### config.mk
export PLATFORM = sky130hd
export DESIGN_NAME = dash_cmd_ctrl
export DESIGN_NICKNAME = d
export VERILOG_FILES = /design/src/rtl/dash_pkg.sv /design/src/rtl/dash_cmd_ctrl_key_event_filter.sv /design/src/rtl/dash_cmd_ctrl.sv
export SDC_FILE = /design/constraint.sdc
export NUM_CORES = 1
export LEC_CHECK = 0
export CORE_ASPECT_RATIO = 0.75
export CORE_MARGIN = 5
export CORE_UTILIZATION = 23
export CTS_CLUSTER_DIAMETER = 40
export DETAILED_ROUTE_END_ITERATION = 6
export PLACE_DENSITY_LB_ADDON = 0.25
export SLEW_MARGIN = 30
export SYNTH_ARGS = -nofsm -noshare
export SYNTH_HDL_FRONTEND = slang
export SYNTH_SLANG_ARGS = --single-unit
### constraint.sdc
create_clock -name clk -period 2.6 [get_ports clk]
set_input_delay 0.26 -clock clk [delete_from_list [all_inputs] [get_ports clk]]
set_output_delay 0.26 -clock clk [all_outputs]
set_load 0.05 [all_outputs]
### src/rtl/dash_pkg.sv
// Shared types and key codes for the dashboard command controller.
package dash_pkg;

  typedef enum logic [1:0] {
    GEAR_P = 2'd0,
    GEAR_R = 2'd1,
    GEAR_N = 2'd2,
    GEAR_D = 2'd3
  } gear_t;

  typedef enum logic {
    FLT_RELEASED = 1'b0,
    FLT_HELD     = 1'b1
  } flt_state_t;

  localparam logic [3:0] KEY_PARK  = 4'd1;
  localparam logic [3:0] KEY_REV   = 4'd2;
  localparam logic [3:0] KEY_NEU   = 4'd3;
  localparam logic [3:0] KEY_LEFT  = 4'd4;
  localparam logic [3:0] KEY_ON    = 4'd5;
  localparam logic [3:0] KEY_RIGHT = 4'd6;
  localparam logic [3:0] KEY_HAZ   = 4'd7;
  localparam logic [3:0] KEY_HEAD  = 4'd8;
  localparam logic [3:0] KEY_DRV   = 4'd10;
  localparam logic [3:0] KEY_MIR_R = 4'd13;
  localparam logic [3:0] KEY_MIR_L = 4'd14;
  localparam logic [3:0] KEY_BRAKE = 4'd15;

  // Map a gear-select key to its gear; callers only pass gear keys.
  function automatic gear_t key_to_gear(input logic [3:0] code);
    case (code)
      KEY_REV: return GEAR_R;
      KEY_NEU: return GEAR_N;
      KEY_DRV: return GEAR_D;
      default: return GEAR_P;
    endcase
  endfunction

endpackage

### src/rtl/dash_cmd_ctrl_key_event_filter.sv
// Turns intermittent per-column scan samples into single press events,
// and keeps a short "brake was recently held" memory because the keypad
// path is single-key: the brake drops out as soon as another key is used.
//
// state        | meaning
// FLT_RELEASED | no key held; next valid sample is a new press
// FLT_HELD     | held_code is down; waiting for RELEASE_CYCLES without a match
module key_event_filter
  import dash_pkg::*;
#(
  parameter int unsigned RELEASE_CYCLES = 5_000_000
) (
  input  logic       clk,
  input  logic       rst,
  input  logic [3:0] key_code,
  input  logic       key_valid,
  output logic       key_event,
  output logic [3:0] key_event_code,
  output logic       brake_held,
  output logic       brake_recent
);

  localparam int unsigned CW = (RELEASE_CYCLES > 1) ? $clog2(RELEASE_CYCLES) : 1;
  localparam logic [CW-1:0] REL_LAST = CW'(RELEASE_CYCLES - 1);

  flt_state_t    state_q;
  logic [3:0]    held_code_q;
  logic [CW-1:0] rel_cnt_q;
  logic          event_q;
  logic [3:0]    event_code_q;
  logic          recent_q, recent_d;
  logic [CW-1:0] brk_cnt_q, brk_cnt_d;

  // Press/release FSM; a matching sample on the deadline cycle keeps the key held
  always_ff @(posedge clk) begin
    if (rst) begin
      state_q      <= FLT_RELEASED;
      held_code_q  <= '0;
      rel_cnt_q    <= '0;
      event_q      <= 1'b0;
      event_code_q <= '0;
    end else begin
      event_q <= 1'b0;
      if (state_q == FLT_RELEASED) begin
        if (key_valid) begin
          state_q      <= FLT_HELD;
          held_code_q  <= key_code;
          rel_cnt_q    <= '0;
          event_q      <= 1'b1;
          event_code_q <= key_code;
        end
      end else begin
        if (key_valid && (key_code == held_code_q)) begin
          rel_cnt_q <= '0;
        end else if (rel_cnt_q == REL_LAST) begin
          state_q   <= FLT_RELEASED;
          rel_cnt_q <= '0;
        end else begin
          rel_cnt_q <= rel_cnt_q + 1'b1;
        end
      end
    end
  end

  assign brake_held = (state_q == FLT_HELD) && (held_code_q == KEY_BRAKE);

  // Brake memory tail: restarts while brake is held, expires RELEASE_CYCLES after release
  always_comb begin
    recent_d  = recent_q;
    brk_cnt_d = brk_cnt_q;
    if (brake_held) begin
      recent_d  = 1'b1;
      brk_cnt_d = '0;
    end else if (recent_q) begin
      if (brk_cnt_q == REL_LAST) begin
        recent_d  = 1'b0;
        brk_cnt_d = '0;
      end else begin
        brk_cnt_d = brk_cnt_q + 1'b1;
      end
    end
  end

  // Register the brake memory tail
  always_ff @(posedge clk) begin
    if (rst) begin
      recent_q  <= 1'b0;
      brk_cnt_q <= '0;
    end else begin
      recent_q  <= recent_d;
      brk_cnt_q <= brk_cnt_d;
    end
  end

  assign key_event      = event_q;
  assign key_event_code = event_code_q;
  assign brake_recent   = brake_held | recent_q;

endmodule

### src/rtl/dash_cmd_ctrl.sv
// Dashboard command controller: gear/ignition state, turn/hazard blinker,
// headlights and mirrors, driven by filtered keypad press events.
module dash_cmd_ctrl
  import dash_pkg::*;
#(
  parameter int unsigned RELEASE_CYCLES = 5_000_000,
  parameter int unsigned BLINK_CYCLES   = 25_000_000
) (
  input  logic       clk,
  input  logic       rst,
  input  logic [3:0] key_code,
  input  logic       key_valid,
  output logic [1:0] gear,
  output logic       ignition,
  output logic       lamp_left,
  output logic       lamp_right,
  output logic       headlights,
  output logic       brake_lamp,
  output logic       reverse_lamp,
  output logic       mirror_l,
  output logic       mirror_r,
  output logic       key_event,
  output logic [3:0] key_event_code
);

  localparam int unsigned BW = (BLINK_CYCLES > 1) ? $clog2(BLINK_CYCLES) : 1;
  localparam logic [BW-1:0] BLINK_LAST = BW'(BLINK_CYCLES - 1);

  logic       evt;
  logic [3:0] evt_code;
  logic       brake_held;
  logic       brake_recent;

  gear_t      gear_q;
  logic       ign_q, left_q, right_q, haz_q, head_q, mir_l_q, mir_r_q;
  logic [BW-1:0] blink_cnt_q, blink_cnt_d;
  logic       phase_q, phase_d;
  logic       blink_active;

  key_event_filter #(
    .RELEASE_CYCLES(RELEASE_CYCLES)
  ) u_filter (
    .clk           (clk),
    .rst           (rst),
    .key_code      (key_code),
    .key_valid     (key_valid),
    .key_event     (evt),
    .key_event_code(evt_code),
    .brake_held    (brake_held),
    .brake_recent  (brake_recent)
  );

  // Car state FSM: commands only take effect on the event cycle
  always_ff @(posedge clk) begin
    if (rst) begin
      gear_q  <= GEAR_P;
      ign_q   <= 1'b0;
      left_q  <= 1'b0;
      right_q <= 1'b0;
      haz_q   <= 1'b0;
      head_q  <= 1'b0;
      mir_l_q <= 1'b0;
      mir_r_q <= 1'b0;
    end else if (evt) begin
      case (evt_code)
        KEY_ON: begin
          if (!ign_q) begin
            ign_q <= 1'b1;
          end else if (gear_q == GEAR_P) begin
            // Engine off drops driving lights; hazard stays for a parked car
            ign_q   <= 1'b0;
            left_q  <= 1'b0;
            right_q <= 1'b0;
            head_q  <= 1'b0;
          end
        end
        KEY_PARK, KEY_REV, KEY_NEU, KEY_DRV: begin
          if (ign_q && brake_recent) gear_q <= key_to_gear(evt_code);
        end
        KEY_LEFT: begin
          if (ign_q) begin
            left_q  <= ~left_q;
            right_q <= 1'b0;
          end
        end
        KEY_RIGHT: begin
          if (ign_q) begin
            right_q <= ~right_q;
            left_q  <= 1'b0;
          end
        end
        KEY_HAZ:   haz_q   <= ~haz_q;
        KEY_HEAD:  if (ign_q) head_q <= ~head_q;
        KEY_MIR_L: mir_l_q <= ~mir_l_q;
        KEY_MIR_R: mir_r_q <= ~mir_r_q;
        default: ;
      endcase
    end
  end

  assign blink_active = left_q | right_q | haz_q;

  // Blinker timebase; parked at count 0 / lamp-on phase while idle so a new request lights at once
  always_comb begin
    blink_cnt_d = '0;
    phase_d     = 1'b1;
    if (blink_active) begin
      if (blink_cnt_q == BLINK_LAST) begin
        blink_cnt_d = '0;
        phase_d     = ~phase_q;
      end else begin
        blink_cnt_d = blink_cnt_q + 1'b1;
        phase_d     = phase_q;
      end
    end
  end

  // Register the blinker timebase
  always_ff @(posedge clk) begin
    if (rst) begin
      blink_cnt_q <= '0;
      phase_q     <= 1'b1;
    end else begin
      blink_cnt_q <= blink_cnt_d;
      phase_q     <= phase_d;
    end
  end

  assign gear           = gear_q;
  assign ignition       = ign_q;
  assign lamp_left      = phase_q & (left_q | haz_q);
  assign lamp_right     = phase_q & (right_q | haz_q);
  assign headlights     = head_q;
  assign brake_lamp     = brake_held;
  assign reverse_lamp   = (gear_q == GEAR_R);
  assign mirror_l       = mir_l_q;
  assign mirror_r       = mir_r_q;
  assign key_event      = evt;
  assign key_event_code = evt_code;

endmodule

==> Word level (Yosys, flattened, before mapping) <==
Cells that the tools add are included.
Widths: inputs -> output; s select.
{ "totals": {"ff_bits": 88, "in_bits": 7} }
{ "classes": {"add_sub_neg": 3, "bitwise_logic": 16, "n_reduce_logical": 20, "muxes": 24, "n_eq_ne": 22} }
{ "op_table": {"columns": ["operator", "n"], "rows": [
  ["$mux 23", 5],
  ["$add 23x1->23 const B", 2],
  ["$eq 23x23->1 const B", 2],
  ["$add 25x1->25 const B", 1],
  ["$eq 25x25->1 const B", 1],
  ["$eq 4x4->1 const B", 5],
  ["$eq 4x3->1 const B", 4],
  ["$mux 1", 15],
  ["$ne 2x2->1 const B", 5],
  ["$reduce_and 2->1", 5],
  ["$not 1->1", 9],
  ["$eq 4x2->1 const B", 2],
  ["$pmux 1 s3", 2],
  ["$pmux 2 s3", 1],
  ["$reduce_and 6->1", 1],
  ["$reduce_or 2->1", 3],
  ["$or 1x1->1", 5],
  ["$reduce_and 5->1", 1],
  ["$eq 4x1->1 const B", 1],
  ["$eq 4x4->1", 1],
  ["$reduce_bool 2->1", 2],
  ["$reduce_or 4->1", 1],
  ["$logic_and 1x1->1", 3],
  ["$reduce_and 3->1", 1],
  ["other kinds (6)", 7]
]} }

==> Depth between registers and ports, before layout <==
Gate-level depths: netlist of the first run.
{ "logic_depth": {"depth_word": 5, "ltp_mapped": 9, "depth_no_buf": 6} }

==> By module <==
A second synthesis of the first run with hierarchy kept.
{ "unflattened": {"hier_cells": 495, "hier_area_um2": 4254.1} }
{ "modules_own_cells": {"columns": ["module", "area_each_um2", "cells_per_inst", "instances"], "rows": [
  ["key_event_filter", 2543.7, 295, 1],
  ["dash_cmd_ctrl", 1710.4, 200, 1]
]} }

==> Worst setup path after synthesis of the first run <==
No wires, ideal clock.
{ "synth_path": {"path_kind": "register to register", "startpoint": "reg, netlist name u_filter.key_event_code[3]", "endpoint": "reg u_filter.rel_cnt_q[5]", "arrival_ns": 2.069, "path_buffers": 2, "path_slack_ns": 0.461, "required_ns": 2.530, "path_stages_with_launch": 8, "synth_period_minus_slack_ns": 2.139, "cell_sequence": "dfxtp_1 -> buf_2 -> xor2_1 -> nor3_1 -> a31oi_1 -> buf_2 -> o211ai_1 -> a21oi_1"} }
{ "synth_rtl": {"columns": ["element", "line_no", "source"], "rows": [
  ["to (signal assigned)", "dash_cmd_ctrl_key_event_filter.sv:59", "rel_cnt_q <= rel_cnt_q + 1'b1;"],
  ["to (decl)", "dash_cmd_ctrl_key_event_filter.sv:28", "logic [CW-1:0] rel_cnt_q;"]
]} }

==> Worst setup path in the final report of the first run <==
{ "layout_path": {"startpoint": "reg u_filter.rel_cnt_q[0]", "endpoint": "reg u_filter.rel_cnt_q[20]"} }
{ "layout_between": {"elab_chain_len": 4, "elab_cells_between_ends": 5, "classes_between": "add/sub: 1; eq/ne: 1; mux: 3"} }
{ "layout_lines": {"columns": ["element", "line_no", "source"], "rows": [
  ["$add 23x1->23 / $eq 23x23->1 (equally long branches)", "dash_cmd_ctrl_key_event_filter.sv:59, dash_cmd_ctrl_key_event_filter.sv:55", null],
  ["$mux 23 *", "dash_cmd_ctrl_key_event_filter.sv:55", "end else if (rel_cnt_q == REL_LAST) begin"],
  ["$mux 23 *", "dash_cmd_ctrl_key_event_filter.sv:53", "if (key_valid && (key_code == held_code_q)) begin"],
  ["$mux 23 *", "dash_cmd_ctrl_key_event_filter.sv:44", "if (state_q == FLT_RELEASED) begin"]
]} }
Every way passes the cells marked *; elsewhere a longest branch is shown, timed or not.
A chain may end at the register's enable or synchronous reset.

==> metrics, run 1 <==
CP endpoint kind=flip-flop; insertion delay to the later sink of the worst-skew pair=0.35 ns; Cell Rows=42; Iter 0 DRT Violations=222; Final min period=2.24 ns; Post-synth EDFFs=0; clk buf depth=2; most common cell after layout, fill and taps aside=dfxtp_1; Max Clock Skew=0.00886 ns; vias per cell=4.48; number of global-route vias before repair=3220; max-cap violations=0; Yosys cell types=46; leakage power=0.00153 uW; async set-or-reset flop fraction in the synthesized netlist=0; Slew @ Worst Pin=0.605 ns; Area growth, synth to finish=19.1%; Psw=665 uW; slew margin rel.=0.596; CTS Root Cell=clkbuf_16; P per Cell Area=568 nW/um^2; CP arrival=2.46 ns; Non-Filler Instances=772; die width=166 um; Core ar.=17800 sq um; Worst VDD drop=287 uV; Hold Slack=0.476 ns; flop2flop setup slack=0.36 ns; antenna-violating nets left=0; Setup CP Type=flip-flop to flip-flop; initial antenna violation count=0; Congestion Overflow GR=0; final hold violation count=0; Tcrit/Tclk final=0.861; layout cells sized above 1=0.0623; CTS H-tree depth=3; Worst Setup Start Kind=flip-flop; syn_nets=514; Sink Count=88; DRC viols=0; post-cts repair resize count=0; aggregate routed wire length=9560 um; half-perimeter wire length after placement=6720 um; CTS clk-pin slew, worst paths=0.07 ns; # diodes=0; Clk network pwr share=0.474; Slew Viols, Final=0; Net Sw Frac=0.234; Seq pwr share=0.481; Post-Syn Area per Cell=8.35 sq um; die area=21100 sq um; internal power=2180 uW; Post-Place Cells=756; #FFs+latches synth=88; WL per Instance=12.4 um; largest net degree at the start of global routing=26; Die Ht=127 um; HP Class=flip-flop to flip-flop; # setup viols final=0; Post-Syn Area=4210 sq um; routability cong.=0.795; outcome=finished, final reports clean; sequential fraction of the synthesis area=0.419; RSZ-0062 raised after global routing=no; clock buffer count from CTS=9; I/O pin total=22; starting density of the core=0.236; CP required=2.82 ns; first-pass GRT wire length=16200 um; ys flop type=dfxtp_1; CTS tree=done; Initial DRT Pass Iterations=4; Comb pwr share=0.045; layout net count=535; CTS Hold Buffers Added=0; commonest non-fill, non-tap cells in the layout=88 x dfxtp_1, 81 x nor2_1, 39 x nor3_1, 35 x xnor2_1, 34 x nand2_1; CP Max Fanout=14; synthesized instance count=504; post-CTS setup buffers=0; R2R cell count=6; fin util=0.281; total negative slack=0 ns; vias post-DR=3457; Max Fclk=447 MHz; IO Port Bufs=21; worst hold stages=1; total global routing track utilization=0.0938; overall power=2840 uW; Yosys warning count=0
power by group through the flow:
stage               registers (uW)  clock network [uW]  logic, uW
detailed placement            1400                   0        128
global placement              1400                   0        127
CTS                           1370                1400        129
floorplan                     1410                   0       69.1
global route                  1370                1450        142
finish                        1370                1350        128
routing by layer:
layer	up-vias	part of all wire	global-route usage	routed length, um
met5	-	0	0	0
met4	0	0.016	0.0335	150
met3	11	0.049	0.0300	469
met2	66	0.40	0.130	3820
met1	1591	0.54	0.136	5120
li1	1789	-	-	-
kinds of logic after synthesis:
| family | count (synthesis) | synth area share |
|---|---|---|
| AO/OA/AOI/OAI | 29 | 0.0470 |
| XOR/XNOR | 65 | 0.135 |
| adder cells (fa/ha/maj) | 3 | 0.00892 |
| buffers and inverters | 42 | 0.0467 |
| flip-flops | 88 | 0.419 |
| multiplexers | 8 | 0.0193 |
| AND/OR/NAND/NOR | 269 | 0.324 |
final cells by class:
type / instances / area [sq um]
fill: 1878 / 12800
multi-input combinational: 374 / 2250
sequential: 88 / 1760
timing repair buffer: 34 / 323
tap: 242 / 303
clock buffer: 10 / 239
inverter: 18 / 67.6
clock inverter: 6 / 66.3
state kept, by name (all words and copies together), names as in the netlist, 2 cells and up:
| signal | flops |
|---|---|
| u_filter.key_event_code | 4 |
| u_filter.brk_cnt_q | 23 |
| gear | 2 |
| u_filter.rel_cnt_q | 23 |
| blink_cnt_q | 25 |
cell usage after synthesis, types with 6 or more instances:
cell      instances  share of area
nor3_1           39          0.046
nand2_1          34          0.030
mux2i_1           7          0.017
xor2_1           30          0.062
nand3_1          29          0.034
nor4_1           14          0.021
inv_1            18          0.016
or3_1             8          0.012
dfxtp_1          88           0.42
and3_1            6         0.0089
a21oi_1           9          0.011
nand4b_1          8          0.017
clkbuf_1         12          0.011
xnor2_1          35          0.073
nor2_1           81          0.072
a31oi_1           6         0.0089
nand4_1          26          0.039
metrics by stage:
step	setup slack, ns	instance area (sq um)
2_1_floorplan	0.461	4210
3_3_place_gp	0.453	4700
3_5_place_dp	0.391	4700
4_1_cts	0.0617	5010
5_1_grt	0.248	5010
6_report	0.361	5010
critical path, cell delays in order (launching register included):
cell and delay, ns:
dfxtp_1 0.39, ha_1 0.23, nand2_1 0.09, or2_4 0.26
or4_1 0.61, a21oi_4 0.42, nor3_1 0.11
final timing paths:
| kind | startpoint | endpoint |
|---|---|---|
| worst min-delay path | blink_cnt_q[0] | blink_cnt_q[0] |
| worst min register to register | blink_cnt_q[0] | blink_cnt_q[0] |
| worst max-delay path | u_filter.rel_cnt_q[0] | u_filter.rel_cnt_q[20] |
| worst max register to register | u_filter.rel_cnt_q[0] | u_filter.rel_cnt_q[20] |
Note: power is estimated with default switching activity, not from simulation.
==> inputs of run 2 (changes only) <==
==> constraint.sdc (replaced) <==
create_clock -name clk -period 2.1 [get_ports clk]
set_input_delay 0.21 -clock clk [delete_from_list [all_inputs] [get_ports clk]]
set_output_delay 0.21 -clock clk [all_outputs]
set_load 0.05 [all_outputs]
==> metrics, run 2 (same netlist as run 1, synthesis figures left out) <==
Slew @ Worst Pin=0.546 ns (-0.0590 ns); P per Cell Area=680 nW/um^2 (+20%); Iter 0 DRT Violations=220 (-0.90%); die width=166 um (unchanged); vias per cell=4.43 (-1.1%); vias post-DR=3503 (+1.3%); Top reg by flops=blink_cnt_q; DRC viols=0 (unchanged); Hold Slack=0.492 ns (+0.0158 ns); CP required=1.89 ns (-0.93 ns); max-cap violations=0 (unchanged); CTS H-tree depth=3 (unchanged); routability cong.=0.748 (-5.9%); HP Class=flip-flop to flip-flop; clock buffer count from CTS=9 (unchanged); outcome=finished, final reports clean; clk buf depth=2 (unchanged); number of global-route vias before repair=3391 (+5.3%); CTS tree=done; half-perimeter wire length after placement=7130 um (+6.1%); first-pass GRT wire length=16700 um (+2.7%); largest net degree at the start of global routing=26 (unchanged); leakage power=0.00161 uW (+5.6%); Sink Count=88 (unchanged); Initial DRT Pass Iterations=4 (unchanged); Buf/Inv on CP=1 (+1); Area growth, synth to finish=23.7%; total global routing track utilization=0.0949 (+0.00111); # setup viols final=0 (unchanged); top flop regs=blink_cnt_q (25), u_filter.brk_cnt_q (23), u_filter.rel_cnt_q (23); I/O pin total=22 (unchanged); most common cell after layout, fill and taps aside=dfxtp_1; slew margin rel.=0.631 (+0.0356); Final min period=1.96 ns; antenna-violating nets left=0 (unchanged); Worst Setup Start Kind=flip-flop; CTS Root Cell=clkbuf_16; multi-input logic area=2270 sq um (+0.72%); total negative slack=0 ns (unchanged); commonest non-fill, non-tap cells in the layout=88 x dfxtp_1, 81 x nor2_1, 39 x nor3_1, 35 x xnor2_1, 34 x nand2_1; WL per Instance=12.4 um (about the same); IO Port Bufs=21 (unchanged); CP Max Fanout=10 (-4); final hold violation count=0 (unchanged); aggregate routed wire length=9790 um (+2.4%); Worst VDD drop=275 uV (-4.2%); FILL cells=1861 (-0.91%); initial antenna violation count=0 (unchanged); layout net count=554 (+3.6%); Max Clock Skew=0.0114 ns (+0.00249 ns); Die Ht=127 um (unchanged); Core ar.=17800 sq um (unchanged); register area=1760 sq um (unchanged); Setup CP Type=flip-flop to output pin; Crit path max-delay family=buffers and inverters; Max Fclk=510 MHz; critical path's slowest cell=clkdlybuf4s50_1; RSZ-0062 raised after global routing=no; CP endpoint kind=output pin; CP arrival=1.75 ns (-0.71 ns); insertion delay to the later sink of the worst-skew pair=0.34 ns (about the same); starting density of the core=0.236 (unchanged); Critical Path Max Stage Delay=0.88 ns (+0.27 ns); layout cells sized above 1=0.102 (+0.0397); Tcrit/Tclk final=0.934; Largest register FFs=25 (unchanged); die area=21100 sq um (unchanged); Congestion Overflow GR=0 (unchanged); # diodes=0 (unchanged); crit-path cells=clkdlybuf4s50_1; Cell Rows=42 (unchanged); Slew Viols, Final=0 (unchanged); CTS clk-pin slew, worst paths=0.07 ns (about the same)
## run 2: changes by cell type in the layout (fill, tap and decap cells not counted), sizes merged
cell,before,now
buf,13,33
inv,20,22
clkinv,3,0
clkinvlp,0,2
clkbuf,10,9
dlymetal6s2s,1,0
## run 2: metal layers
metal  GRT usage  part of all wire
met5           0                 0
met4      0.0310            0.0078
met3      0.0225             0.032
met2       0.142              0.41
met1       0.135              0.55
## run 2: per-stage QoR
stage	instance area [sq um]	power, uW	setup slack (ns)	utilization	cells
floorplan	4210	1830	0.0614	-	504
global placement	4870	1900	0.0442	0.273	774
detailed placement	4870	1900	0.0361	0.273	774
CTS	5180	3600	0.0237	0.291	790
global route	5210	3680	0.0188	0.292	791
finish	5210	3540	0.138	0.292	791
## run 2: area by class of cell
type	count	share of cell area
clock buffers	9	0.0433
clock inverters	7	0.0163
inverters	18	0.0130
multi-input cells	374	0.435
flip-flops and latches	88	0.338
well taps	242	0.0582
repair buffers	53	0.0957
## run 2: path summary, 6_finish.rpt
path                              start                     to  slack (ns)  depth (start not counted)
max          u_filter.key_event_code[2]      key_event_code[2]        0.14                          1
min                            mirror_r               mirror_r        0.49                          2
max reg2reg       u_filter.rel_cnt_q[0]  u_filter.rel_cnt_q[1]        0.14                          7
min reg2reg                    mirror_r               mirror_r        0.49                          2
## run 2: report_power, final
part	leakage (uW)	switching (uW)	total (uW)	internal [uW]
sequential	0.000710	16.4	1690	1680
combinational	0.000758	103	175	72.3
clock	0.000146	725	1670	948
## run 2: timing repair
action	CTS	global route
hold buffers	0	0
endpoints found under the setup margin	0	17
hold endpoints to repair	0	0
resized for setup	0	2
setup buffers	0	1
==> inputs of run 3 (changes only) <==
--- a/config.mk
+++ b/config.mk
@@ -10,8 +10,10 @@
 export CORE_UTILIZATION = 23
 export CTS_CLUSTER_DIAMETER = 40
 export DETAILED_ROUTE_END_ITERATION = 6
+export HOLD_SLACK_MARGIN = 0.12
 export PLACE_DENSITY_LB_ADDON = 0.25
 export SLEW_MARGIN = 30
 export SYNTH_ARGS = -nofsm -noshare
 export SYNTH_HDL_FRONTEND = slang
+export SYNTH_HIERARCHICAL = 1
 export SYNTH_SLANG_ARGS = --single-unit
==> metrics, run 3 <==
CTS H-tree depth=3 (unchanged); Top reg by flops=blink_cnt_q; WL per Instance=12.1 um (-2.4%); setup ws final=0.107 ns (-0.0309 ns); half-perimeter wire length after placement=6800 um (-4.6%); Yosys warning count=6 (+6); Non-Filler Instances=786 (-0.63%); RSZ-0062 raised after global routing=no; DRC viols=0 (unchanged); sequential fraction of the synthesis area=0.414 (-0.00456); CTS tree=done; wl on met1=4960 um (-7.0%); starting density of the core=0.232 (-0.00432); max layer used=met4; vias per cell=4.53 (+2.4%); IO Port Bufs=21 (unchanged); I/O pin total=22 (unchanged); post-cts repair resize count=0 (unchanged); Post-Syn Area per Cell=8.59 sq um (+2.9%); Final min period=1.99 ns (+0.0309 ns); P per Cell Area=685 nW/um^2 (+0.71%); critical path's slowest cell=or4_1; ys flop type=dfxtp_1; Iter 0 DRT Violations=149 (-32%); # diodes=0 (unchanged); CP endpoint kind=flip-flop; aggregate routed wire length=9500 um (-3.0%); max-cap violations=0 (unchanged); Congestion Overflow GR=0 (unchanged); most common cell after layout, fill and taps aside=dfxtp_1; largest net degree at the start of global routing=43 (+65%); # setup viols final=0 (unchanged); synth top area cells=dfxtp_1 41%, xnor2_1 6.6%, nor2_1 5.5%; met2 WL=4230 um (+4.4%); Tcrit/Tclk final=0.949 (+0.0147); Yosys cell types=53 (+15%); Critical Path Max Stage Delay=0.56 ns (-0.32 ns); FILL cells=1942 (+4.4%); crit-path cells=or4b_1 > or4_1 > buf_4 > a32oi_1 > nor2_1; Largest register FFs=25 (unchanged); routability cong.=0.768 (+2.7%); Worst Setup Start Kind=flip-flop; CTS Hold Buffers Added=0 (unchanged); number of global-route vias before repair=3381 (-0.29%); total global routing track utilization=0.0898 (-0.00508); async set-or-reset flop fraction in the synthesized netlist=0 (unchanged); layout net count=545 (-1.6%); insertion delay to the later sink of the worst-skew pair=0.33 ns (about the same); Post-Syn Area=4250 sq um (+1.1%); commonest non-fill, non-tap cells in the layout=87 x dfxtp_1, 62 x nor2_1, 37 x nand2_1, 32 x xnor2_1, 32 x nor3_1; Slew @ Worst Pin=0.501 ns (-0.0449 ns); Routed met3 length=245 um (-23%); top flop regs=blink_cnt_q (25), u_filter/brk_cnt_q (23), u_filter/rel_cnt_q (23); total negative slack=0 ns (unchanged); HP Class=flip-flop to flip-flop; clk buf depth=2 (unchanged); clock buffer count from CTS=9 (unchanged); vias post-DR=3564 (+1.7%); post-CTS setup buffers=0 (unchanged); CP arrival=2.21 ns (+0.46 ns); leakage power=0.00164 uW (+1.3%); fin util=0.285 (-0.00724); most frequent cell after synthesis=dfxtp_1; Sink Count=88 (unchanged); slew margin rel.=0.665 (+0.0339); Slew Viols, Final=0 (unchanged); worst slack, placed=0.126 ns (+0.0901 ns); die width=167 um (+0.52%); die area=21300 sq um (+1.0%); first-pass GRT wire length=16400 um (-1.9%); #FFs+latches synth=88 (unchanged); Post-synth EDFFs=0 (unchanged); Worst VDD drop=350 uV (+27%); layout cells sized above 1=0.108 (+0.00560); most instantiated cells after synthesis=88 x dfxtp_1, 62 x nor2_1, 37 x nand2_1; post-synth top area share=0.414 (-0.00456); syn_nets=505 (-1.8%); Die Ht=128 um (+0.51%); CTS clk-pin slew, worst paths=0.07 ns (about the same); Initial DRT Pass Iterations=4 (unchanged); antenna-violating nets left=0 (unchanged); Max Clock Skew=0.00646 ns (-0.00490 ns); Setup CP Type=flip-flop to flip-flop; CTS Root Cell=clkbuf_16; CP required=2.32 ns (+0.43 ns); synthesized instance count=495 (-1.8%); Cell Rows=43 (+2.4%); Area growth, synth to finish=22.9%; placed cell areas=4910 sq um (+0.93%); Core ar.=18300 sq um (+3.0%); outcome=finished, final reports clean; Finished Cell Area=5230 sq um (+0.43%); final hold violation count=0 (unchanged); Max Fclk=502 MHz (-1.5%); initial antenna violation count=0 (unchanged); Post-Place Cells=771 (-0.39%); cell accounting for the most synthesized area=dfxtp_1; CP Max Fanout=8 (-2)
==> run 3: final timing paths <==
check	startpoint	cells after the start	to	slack (ns)
hold / removal	blink_cnt_q[0]	1	blink_cnt_q[0]	0.47
setup reg to reg	u_filter/rel_cnt_q[11]	5	u_filter/rel_cnt_q[1]	0.11
setup / recovery	u_filter/rel_cnt_q[11]	5	u_filter/rel_cnt_q[1]	0.11
hold reg to reg	blink_cnt_q[0]	1	blink_cnt_q[0]	0.47
==> run 3: critical path: cells and delay by family, from the launching register on <==
family,cells,cell delay [ns]
simple gates,3,1.09
flops,1,0.39
buf+inv,1,0.21
compound gates,1,0.21
==> run 3: cells by family after synthesis <==
| family | after synthesis | share of synthesized area |
|---|---|---|
| multiplexers | 6 | 0.0141 |
| flip-flops | 88 | 0.414 |
| XOR/XNOR | 57 | 0.117 |
| adder cells (fa/ha/maj) | 3 | 0.00882 |
| AO/OA/AOI/OAI | 55 | 0.0865 |
| buffers and inverters | 30 | 0.0329 |
| AND/OR/NAND/NOR | 256 | 0.326 |
==> run 3: final cells by class <==
type                            instances  area (sq um)  area share
Sequential cell                        88          1760       0.337
Clock buffer                            9           225      0.0431
Multi-Input combinational cell        377          2350       0.450
Clock inverter                          6          92.6      0.0177
Timing Repair Buffer                   47           440      0.0842
Tap cell                              247           309      0.0591
Inverter                               12          45.0     0.00861
==> run 3: metal layers <==
| metal | vias up | track usage |
|---|---|---|
| li1 | 1841 | - |
| met1 | 1689 | 0.123 |
| met2 | 29 | 0.141 |
| met3 | 5 | 0.0253 |
| met4 | 0 | 0.0202 |
| met5 | - | 0 |
==> run 3: power by group <==
part | internal (uW) | switching [uW] | total, uW
clock network | 1040 | 678 | 1720
logic | 69.0 | 99.5 | 168
registers | 1680 | 12.8 | 1690
==> run 3: metrics by stage <==
stage          power [uW]  hold slack (ns)
2_1_floorplan        1830            0.334
3_3_place_gp         1900            0.440
3_5_place_dp         1900            0.464
4_1_cts              3650            0.475
5_1_grt              3740            0.502
6_report             3580            0.472
